--- config.mk ---
export PLATFORM = sky130hd
export DESIGN_NAME = mfcc_melbank_loader
export DESIGN_NICKNAME = d
export VERILOG_FILES = /design/src/rtl/mfcc_melbank_pkg.sv /design/src/rtl/mfcc_melbank_sum.sv /design/src/rtl/mfcc_melbank_loader.sv
export SDC_FILE = /design/constraint.sdc
export NUM_CORES = 1
export LEC_CHECK = 0
export CORE_AREA = 3 3 111 113
export CTS_CLUSTER_DIAMETER = 40
export DETAILED_ROUTE_END_ITERATION = 12
export DIE_AREA = 0 0 114 116
export PLACE_DENSITY_LB_ADDON = 0.25
export REMOVE_ABC_BUFFERS = 1
export SLEW_MARGIN = 5
export SYNTH_ARGS = -nofsm -noshare
export SYNTH_HDL_FRONTEND = slang
export SYNTH_SLANG_ARGS = --single-unit
--- constraint.sdc ---
create_clock -name clk -period 4.4 [get_ports clk]
set_input_delay 0.44 -clock clk [delete_from_list [all_inputs] [get_ports clk]]
set_output_delay 0.44 -clock clk [all_outputs]
set_load 0.05 [all_outputs]
--- src/rtl/mfcc_melbank_pkg.sv ---
// Shared defaults and FSM encoding for the mel filterbank coefficient loader.
// The loader streams coefficients into a table RAM, then reads them back to verify a checksum.
package mfcc_melbank_pkg;

    localparam int DEF_ADDR_WIDTH = 9;
    localparam int DEF_DATA_WIDTH = 8;
    localparam int DEF_SUM_WIDTH  = 16;

    typedef logic [2:0] state_t;

    localparam state_t ST_IDLE   = 3'd0;
    localparam state_t ST_LOAD   = 3'd1;
    localparam state_t ST_GAP    = 3'd2;
    localparam state_t ST_VERIFY = 3'd3;
    localparam state_t ST_DONE   = 3'd4;

endpackage

--- src/rtl/mfcc_melbank_sum.sv ---
// Clearable modulo accumulator of zero-extended data words.
// The loader instantiates it twice: once for the write checksum and once for the readback checksum.
module mfcc_melbank_sum
    import mfcc_melbank_pkg::*;
#(
    parameter int DATA_WIDTH = DEF_DATA_WIDTH,
    parameter int SUM_WIDTH  = DEF_SUM_WIDTH
) (
    input  logic                  clk,
    input  logic                  rst_n,
    input  logic                  clr,
    input  logic                  en,
    input  logic [DATA_WIDTH-1:0] din,
    output logic [SUM_WIDTH-1:0]  acc
);

    logic [SUM_WIDTH-1:0] acc_r;

    // Accumulator register; clear has priority over enable.
    always_ff @(posedge clk or negedge rst_n) begin
        if (!rst_n) begin
            acc_r <= {SUM_WIDTH{1'b0}};
        end else if (clr) begin
            acc_r <= {SUM_WIDTH{1'b0}};
        end else if (en) begin
            acc_r <= acc_r + SUM_WIDTH'(din);
        end else begin
            acc_r <= acc_r;
        end
    end

    assign acc = acc_r;

endmodule

--- src/rtl/mfcc_melbank_loader.sv ---
// Loads a full coefficient table from a valid/ready stream into RAM, then reads it back
// and compares the readback checksum against the write checksum.
module mfcc_melbank_loader
    import mfcc_melbank_pkg::*;
#(
    parameter int ADDR_WIDTH = DEF_ADDR_WIDTH,
    parameter int DATA_WIDTH = DEF_DATA_WIDTH,
    parameter int SUM_WIDTH  = DEF_SUM_WIDTH
) (
    input  logic                  clk,
    input  logic                  rst_n,
    input  logic                  start,
    input  logic                  abort,
    input  logic [DATA_WIDTH-1:0] s_data,
    input  logic                  s_valid,
    output logic                  s_ready,
    output logic                  wr_en,
    output logic [ADDR_WIDTH-1:0] wr_addr,
    output logic [DATA_WIDTH-1:0] wr_data,
    output logic [ADDR_WIDTH-1:0] rd_addr,
    input  logic [DATA_WIDTH-1:0] rd_data,
    output logic                  busy,
    output logic                  done,
    output logic                  err,
    output logic [SUM_WIDTH-1:0]  sum
);

    localparam logic [ADDR_WIDTH-1:0] ADDR_ZERO    = {ADDR_WIDTH{1'b0}};
    localparam logic [ADDR_WIDTH-1:0] ADDR_ONE     = {{(ADDR_WIDTH-1){1'b0}}, 1'b1};
    localparam logic [ADDR_WIDTH-1:0] ADDR_MAX     = {ADDR_WIDTH{1'b1}};
    localparam logic [ADDR_WIDTH:0]   VCNT_ZERO    = {(ADDR_WIDTH+1){1'b0}};
    localparam logic [ADDR_WIDTH:0]   VCNT_ONE     = {{ADDR_WIDTH{1'b0}}, 1'b1};
    localparam logic [ADDR_WIDTH:0]   VCNT_RD_END  = {1'b0, {ADDR_WIDTH{1'b1}}};
    localparam logic [ADDR_WIDTH:0]   VCNT_ACC_END = {1'b1, {ADDR_WIDTH{1'b0}}};
    localparam logic [ADDR_WIDTH:0]   VCNT_CMP     = VCNT_ACC_END + VCNT_ONE;

    state_t                  state_r;
    state_t                  state_nxt_s;
    logic [ADDR_WIDTH-1:0]   counter_r;
    logic [ADDR_WIDTH:0]     vcnt_r;
    logic                    s_ready_r;
    logic                    wr_en_r;
    logic [ADDR_WIDTH-1:0]   wr_addr_r;
    logic [DATA_WIDTH-1:0]   wr_data_r;
    logic [ADDR_WIDTH-1:0]   rd_addr_r;
    logic                    busy_r;
    logic                    done_r;
    logic                    err_r;
    logic [SUM_WIDTH-1:0]    wr_sum_s;
    logic [SUM_WIDTH-1:0]    rb_sum_s;

    logic start_ok_s;
    logic abort_s;
    logic accept_s;
    logic last_beat_s;
    logic rb_en_s;
    logic cmp_s;
    logic mismatch_s;
    logic stay_verify_s;

    assign start_ok_s    = (state_r == ST_IDLE) && start;
    assign abort_s       = abort && ((state_r == ST_LOAD) || (state_r == ST_GAP) || (state_r == ST_VERIFY));
    assign accept_s      = (state_r == ST_LOAD) && s_valid && s_ready_r && !abort;
    assign last_beat_s   = accept_s && (counter_r == ADDR_MAX);
    // rd_data lags rd_addr by one cycle, so accumulation runs on verify cycles 1..DEPTH.
    assign rb_en_s       = (state_r == ST_VERIFY) && (vcnt_r != VCNT_ZERO) && (vcnt_r <= VCNT_ACC_END);
    assign cmp_s         = (state_r == ST_VERIFY) && (vcnt_r == VCNT_CMP);
    assign mismatch_s    = cmp_s && (rb_sum_s != wr_sum_s);
    assign stay_verify_s = (state_r == ST_VERIFY) && (state_nxt_s == ST_VERIFY);

    // Next-state decode; abort overrides every other transition in the active states.
    always_comb begin
        state_nxt_s = state_r;
        case (state_r)
            ST_IDLE: begin
                if (start) state_nxt_s = ST_LOAD;
                else       state_nxt_s = ST_IDLE;
            end
            ST_LOAD: begin
                if (abort)            state_nxt_s = ST_IDLE;
                else if (last_beat_s) state_nxt_s = ST_GAP;
                else                  state_nxt_s = ST_LOAD;
            end
            ST_GAP: begin
                if (abort) state_nxt_s = ST_IDLE;
                else       state_nxt_s = ST_VERIFY;
            end
            ST_VERIFY: begin
                if (abort)      state_nxt_s = ST_IDLE;
                else if (cmp_s) state_nxt_s = ST_DONE;
                else            state_nxt_s = ST_VERIFY;
            end
            ST_DONE: begin
                state_nxt_s = ST_IDLE;
            end
            default: begin
                state_nxt_s = ST_IDLE;
            end
        endcase
    end

    // State register and state-derived status outputs.
    always_ff @(posedge clk or negedge rst_n) begin
        if (!rst_n) begin
            state_r   <= ST_IDLE;
            s_ready_r <= 1'b0;
            busy_r    <= 1'b0;
            done_r    <= 1'b0;
        end else begin
            state_r   <= state_nxt_s;
            s_ready_r <= (state_nxt_s == ST_LOAD);
            busy_r    <= (state_nxt_s == ST_LOAD) || (state_nxt_s == ST_GAP) || (state_nxt_s == ST_VERIFY);
            done_r    <= (state_nxt_s == ST_DONE);
        end
    end

    // Write port and load address counter.
    always_ff @(posedge clk or negedge rst_n) begin
        if (!rst_n) begin
            wr_en_r   <= 1'b0;
            wr_addr_r <= ADDR_ZERO;
            wr_data_r <= {DATA_WIDTH{1'b0}};
            counter_r <= ADDR_ZERO;
        end else begin
            wr_en_r <= accept_s;
            if (accept_s) begin
                wr_addr_r <= counter_r;
                wr_data_r <= s_data;
            end
            if (start_ok_s) begin
                counter_r <= ADDR_ZERO;
            end else if (accept_s) begin
                counter_r <= counter_r + ADDR_ONE;
            end
        end
    end

    // Verify sequencing: cycle counter and read address, both parked at zero outside VERIFY.
    always_ff @(posedge clk or negedge rst_n) begin
        if (!rst_n) begin
            vcnt_r    <= VCNT_ZERO;
            rd_addr_r <= ADDR_ZERO;
        end else begin
            if (stay_verify_s) begin
                vcnt_r <= vcnt_r + VCNT_ONE;
            end else begin
                vcnt_r <= VCNT_ZERO;
            end
            if (stay_verify_s && (vcnt_r < VCNT_RD_END)) begin
                rd_addr_r <= vcnt_r[ADDR_WIDTH-1:0] + ADDR_ONE;
            end else begin
                rd_addr_r <= ADDR_ZERO;
            end
        end
    end

    // Sticky error flag, cleared only by an accepted start.
    always_ff @(posedge clk or negedge rst_n) begin
        if (!rst_n) begin
            err_r <= 1'b0;
        end else if (start_ok_s) begin
            err_r <= 1'b0;
        end else if (abort_s || mismatch_s) begin
            err_r <= 1'b1;
        end else begin
            err_r <= err_r;
        end
    end

    mfcc_melbank_sum #(
        .DATA_WIDTH (DATA_WIDTH),
        .SUM_WIDTH  (SUM_WIDTH)
    ) u_wr_sum (
        .clk   (clk),
        .rst_n (rst_n),
        .clr   (start_ok_s),
        .en    (accept_s),
        .din   (s_data),
        .acc   (wr_sum_s)
    );

    mfcc_melbank_sum #(
        .DATA_WIDTH (DATA_WIDTH),
        .SUM_WIDTH  (SUM_WIDTH)
    ) u_rb_sum (
        .clk   (clk),
        .rst_n (rst_n),
        .clr   (start_ok_s),
        .en    (rb_en_s),
        .din   (rd_data),
        .acc   (rb_sum_s)
    );

    assign s_ready = s_ready_r;
    assign wr_en   = wr_en_r;
    assign wr_addr = wr_addr_r;
    assign wr_data = wr_data_r;
    assign rd_addr = rd_addr_r;
    assign busy    = busy_r;
    assign done    = done_r;
    assign err     = err_r;
    assign sum     = wr_sum_s;

endmodule

# Yosys cells after proc, flatten, opt, wreduce, memory -nomap -nowiden

Index checks and enable logic that the tools add are counted.

Register bits after elaboration: 85
Input bits: 21
Output and inout port bits: 47
Word-level logic and storage cells: 70

$add $sub $neg: 5
Order comparisons: 2
Equal/unequal tests: 10
Muxes and demuxes: 17
Reduce and logical (&&, ||, !) cells: 23

Operators with widths:

| kind                  | number |
|---|---|
| $mux 16               | 4 |
| $add 16x8->16         | 2 |
| $mux 9                | 3 |
| $add 9x1->9 const B   | 2 |
| $ne 16x16->1          | 1 |
| $eq 3x2->1 const B    | 4 |
| $logic_and 1x1->1     | 12 |
| $pmux 3 s4            | 1 |
| $add 10x1->10 const B | 1 |
| $eq 10x10->1 const B  | 1 |
| $le 10x10->1 const B  | 1 |
| $lt 10x9->1 const B   | 1 |
| $mux 10               | 1 |
| $reduce_bool 10->1    | 1 |
| $eq 9x9->1 const B    | 1 |
| $eq 3x1->1 const B    | 2 |
| $mux 2                | 3 |
| $mux 3                | 2 |
| $reduce_bool 2->1     | 3 |
| $logic_or 1x1->1      | 5 |
| $eq 3x3->1 const B    | 1 |
| $logic_not 3->1       | 1 |
| $mux 1                | 3 |
| $logic_not 1->1       | 1 |

# Longest topological paths before layout

Depth after elaboration: 12
Depth in mapped cells: 9
Depth with buffers taken out: 8

# Modules after synthesis

A second synthesis with hierarchy kept.

Cells, all modules: 476
Area, all modules: 4823.4 um2

Modules (own cells, without submodules):

| module              | times used | cells each | area each (um2) | seq. area each (um2) |
|---|---|---|---|---|
| mfcc_melbank_loader | 1          | 214        | 2461.1          | 1326.3 |
| mfcc_melbank_sum    | 2          | 131        | 1181.1          | 400.4 |

# Worst setup path before layout

OpenSTA, ideal clock, no wires.

Path type: register -> register
Start: register u_wr_sum.acc_r[0] (netlist: u_wr_sum.acc[0])
End: register u_wr_sum.acc_r[10] (netlist: u_wr_sum.acc[10])
Setup time: 0.083 ns
Data arrival time: 2.267 ns
Required time: 4.317 ns
Path slack: 2.050 ns
Stages on the path, launching flop included: 9
Path buffers: 0
Clock period less this slack: 2.350 ns
Cell sequence: dfrtp_1 > ha_1 > inv_1 > fa_1 > nor2b_1 > o2111ai_1 > a21o_1 > a2111o_1 > o21ai_0

Cells in the longest elaborated chain, start to end: 3

RTL lines:

| item                     | RTL line               | text |
|---|---|---|
| start: declaration       | mfcc_melbank_sum.sv:17 | `logic [SUM_WIDTH-1:0] acc_r;` |
| start signal: assignment | mfcc_melbank_sum.sv:22 | `acc_r <= {SUM_WIDTH{1'b0}};` |
| start signal: assignment | mfcc_melbank_sum.sv:24 | `acc_r <= {SUM_WIDTH{1'b0}};` |
| start signal: assignment | mfcc_melbank_sum.sv:26 | `acc_r <= acc_r + SUM_WIDTH'(din);` |
| $add 16x8->16            | mfcc_melbank_sum.sv:26 |  |
| $mux 16                  | mfcc_melbank_sum.sv:25 | `end else if (en) begin` |
| $mux 16                  | mfcc_melbank_sum.sv:23 | `end else if (clr) begin` |

Every way passes these cells. The select of a mux whose other input is x is not followed.
A chain may end at the register's enable or synchronous reset.

# Final worst setup path

Start: input port rd_data[0]
End: register u_rb_sum.acc_r[8] (netlist: u_rb_sum.acc[8])

Cells in the longest elaborated chain, start to end: 3

RTL lines:

| item                   | RTL line                  | text |
|---|---|---|
| start: declaration     | mfcc_melbank_loader.sv:21 | `input logic [DATA_WIDTH-1:0] rd_data,` |
| $add 16x8->16          | mfcc_melbank_sum.sv:26    |  |
| $mux 16                | mfcc_melbank_sum.sv:25    |  |
| $mux 16                | mfcc_melbank_sum.sv:23    |  |
| end signal: assignment | mfcc_melbank_sum.sv:24    |  |
| end signal: assignment | mfcc_melbank_sum.sv:26    |  |
| end signal: assignment | mfcc_melbank_sum.sv:28    | `acc_r <= acc_r;` |
| end: declaration       | mfcc_melbank_sum.sv:17    |  |

Every way passes these cells. The select of a mux whose other input is x is not followed.

==> impl_metrics.ini <==
[run_status]
outcome = complete, no violations

[clock_tree]
root_buffer = clkbuf_16
htreeDepth = 3
cts-buffers-inserted = 9
cts_tree = done
post_cts_resized = 0
cts_hold_buffers = 0
clockBufferDepth = 2
postCtsSetupBuffers = 0
cts.sink_count = 85
clk_pin_slew_ps = 70
clk_latency_ps = 340

[critical_path]
cp-start-kind = primary input
cp_cell_sequence = clkdlybuf4s50_1, ha_1, inv_1, fa_1, nand2b_1, a21oi_1, nor4_1, o21ai_0, a21oi_1
critPathSlowestCell = nor4_1
crit_buf_inv = 2
crit_family = simple AND/OR/NAND/NOR gates
path_class = primary input to register
crit_top_cell = a21oi_1
required_ps = 4660
cp_data_arrival_time_ps = 2900
crit_fanout = 7
cpPeakStageDelay_ps = 900
cp-end-kind = register

[global_routing]
grt_pass1_vias = 3610
grt.total_usage = 0.169
grt_max_degree = 46
overflow = 0
antenna_found_initial = 0
grt_pass1_wl_um = 17800

[logic_synthesis]
async_reset_ff_frac = 1.00
avgSynthCellArea_um2 = 9.53
synth-edff-count = 0
synth_area_um2 = 4530
synthDistinctLibCells = 49
synth-warning-count = 0
seq_area_frac_synth = 0.470
ys_seq_elements = 85
syn_inst = 475
ys.flop_type = dfrtp_1

[layout]
fin_nets = 586
final_area_um2 = 5630
layout-drive-gt1-share = 0.0548
n_antenna_cell = 0
multi_input_area_um2 = 2260
syn_to_final_growth_pct = 24.3
nFillCells = 1082
seqCellArea_um2 = 2130

[pwr]
ir_drop_mv = 0.274
p_sw_uw = 666
clock_power_share = 0.361
pwr-share-comb = 0.219
p_leak_uw = 0.00266
seqPwrFrac = 0.420
swShare = 0.322
p_int_uw = 1400
powerDensity_nw_per_um2 = 367

[hold_path]
hp-class = primary input to async pin

[drt]
vias = 3624
wl_per_cell_um = 15.3
avgViaCountPerCell = 5.25
drtIter0Drc = 237
first_pass_iters = 5
route.detailed.drc = 0
routed_wl_um = 10600
ant_nets = 0

[timing]
final_max_slew_viol_count = 0
final_hold_viol_count = 0
fmax_mhz = 378
fin_crit_sh = 0.601
setup_viol = 0
slew_headroom = 0.261
rsz0062_at_grt = false
skew_ps = 5.59
setup_tns_ps = 0
finalCriticalPeriod_ps = 2640
worstMarginPinSlew_ps = 1100

[placed_design]
gp_congestion = 0.798
portBuffers = 67
postPlaceCellArea_um2 = 5330
dp_hpwl_um = 7640

[die]
fp-row-count = 39
die-area_um2 = 13200
pin_count = 68
core_area_um2 = 11400
initial_utilization = 0.396
die_w_um = 114
die_h_um = 116

[job]
cap_violations = 0
## worst reg2reg max path, cell delays in order, from the launching register on
cell	delay, ps
dfrtp_1	420
ha_1	240
inv_1	80
fa_1	170
nand2b_1	150
a21oi_1	100
nor4_1	900
o21ai_0	230
a21oi_1	190
## layout make-up
class,count,area share
Clock buffer,11,0.0449
Timing Repair Buffer,71,0.124
Sequential cell,85,0.378
Tap cell,143,0.0318
Clock inverter,5,0.00734
Inverter,17,0.0122
Multi-Input combinational cell,358,0.401
## per-stage QoR
step | hold slack [ps] | cells | power, uW | worst slack [ps] | util
after global routing | 119 | 690 | 2160 | 1530 | 0.493
final | 81.2 | 690 | 2070 | 1760 | 0.493
after detailed placement | 465 | 674 | 1340 | 1460 | 0.467
after floorplan | 144 | 460 | 1160 | 1970 | -
after CTS | 106 | 690 | 2090 | 1750 | 0.493
after global placement | 464 | 674 | 1330 | 1480 | 0.467
## flip-flops by register name, indices dropped and copies added, names as in the netlist, 3 cells and up
signal and count:
wr_data 8, u_rb_sum.acc 16, state_r 3, rd_addr 9
wr_addr 9, vcnt_r 10, u_wr_sum.acc 16, counter_r 9
## synthesized netlist by cell type (2+ instances only)
cell type,n,area [um^2]
a2111o_1,4,45.0
a211oi_1,2,15.0
a21o_1,8,60.1
a21oi_1,24,120
a31o_2,2,17.5
a31oi_1,2,12.5
and3_1,10,62.6
and4_1,3,26.3
buf_2,3,15.0
clkbuf_1,10,37.5
dfrtp_1,85,2130
fa_1,2,40.0
ha_1,21,263
inv_1,16,60.1
mux2i_1,10,100
nand2_1,98,368
nand2b_1,5,31.3
nand3_1,23,115
nand4_1,7,43.8
nor2_1,21,78.8
nor2b_1,3,18.8
nor3_1,16,80.1
nor3_4,2,32.5
nor4_1,5,31.3
o211ai_1,5,37.5
o21a_1,2,15.0
o21ai_0,16,80.1
o31ai_1,5,37.5
or2_2,2,12.5
or3_1,2,12.5
or4_1,4,30.0
xnor2_1,12,105
xor2_1,29,254
## worst paths after layout
| path | startpoint | slack, ps | depth (start not counted) | end |
|---|---|---|---|---|
| worst max-delay path | rd_data[0] | 1760 | 9 | u_rb_sum.acc[8] |
| max in group asynchronous | rst_n | 3340 | 2 | state_r[2] |
| worst max register to register | u_rb_sum.acc[0] | 1860 | 8 | u_rb_sum.acc[8] |
| worst min register to register | wr_addr[4] | 470 | 2 | wr_addr[4] |
| min in group clk | wr_addr[4] | 470 | 2 | wr_addr[4] |
| worst min-delay path | rst_n | 80 | 1 | u_rb_sum.acc[1] |
## power by group through the flow
stage               sequential (uW)  clock (uW)  combinational, uW
floorplan                      1030           0                129
global placement                882           0                448
detailed placement              884           0                455
CTS                             868         761                456
global route                    874         802                488
finish                          868         745                452
## metal layers
metal	track usage	wire (um)	up-vias
met1	0.228	4970	1729
met3	0.0407	593	13
met2	0.268	4880	91
li1	-	-	1791
met5	0	0	-
met4	0.0586	156	0
## layout by cell type, fill, tap and decap left out, drive strengths merged, types with 2 or more instances in the layout
cell type	n
nand2	98
dfrtp	85
clkdlybuf4s50	66
xor2	29
a21oi	24
nand3	23
nor2	21
ha	21
inv	18
nor3	18
o21ai	17
xnor2	12
clkbuf	11
and3	10
mux2i	10
a21o	8
nand4	7
nor4	6
o211ai	5
nand2b	5
o31ai	5
buf	5
a2111o	4
or4	4
and4	3
nor2b	3
a211oi	3
or2	3
clkinv	2
a31oi	2
o21a	2
or3	2
a31o	2
fa	2
clkinvlp	2
## kinds of logic after synthesis
kind of cell	after synthesis	synth area share
AND/OR/NAND/NOR	207	0.220
flip-flops	85	0.470
AO/OA/AOI/OAI	77	0.111
XOR/XNOR	41	0.0793
buffers and inverters	32	0.0310
adder cells (fa/ha/maj)	23	0.0669
multiplexers	10	0.0221
Power figures use the tool's default switching activity.
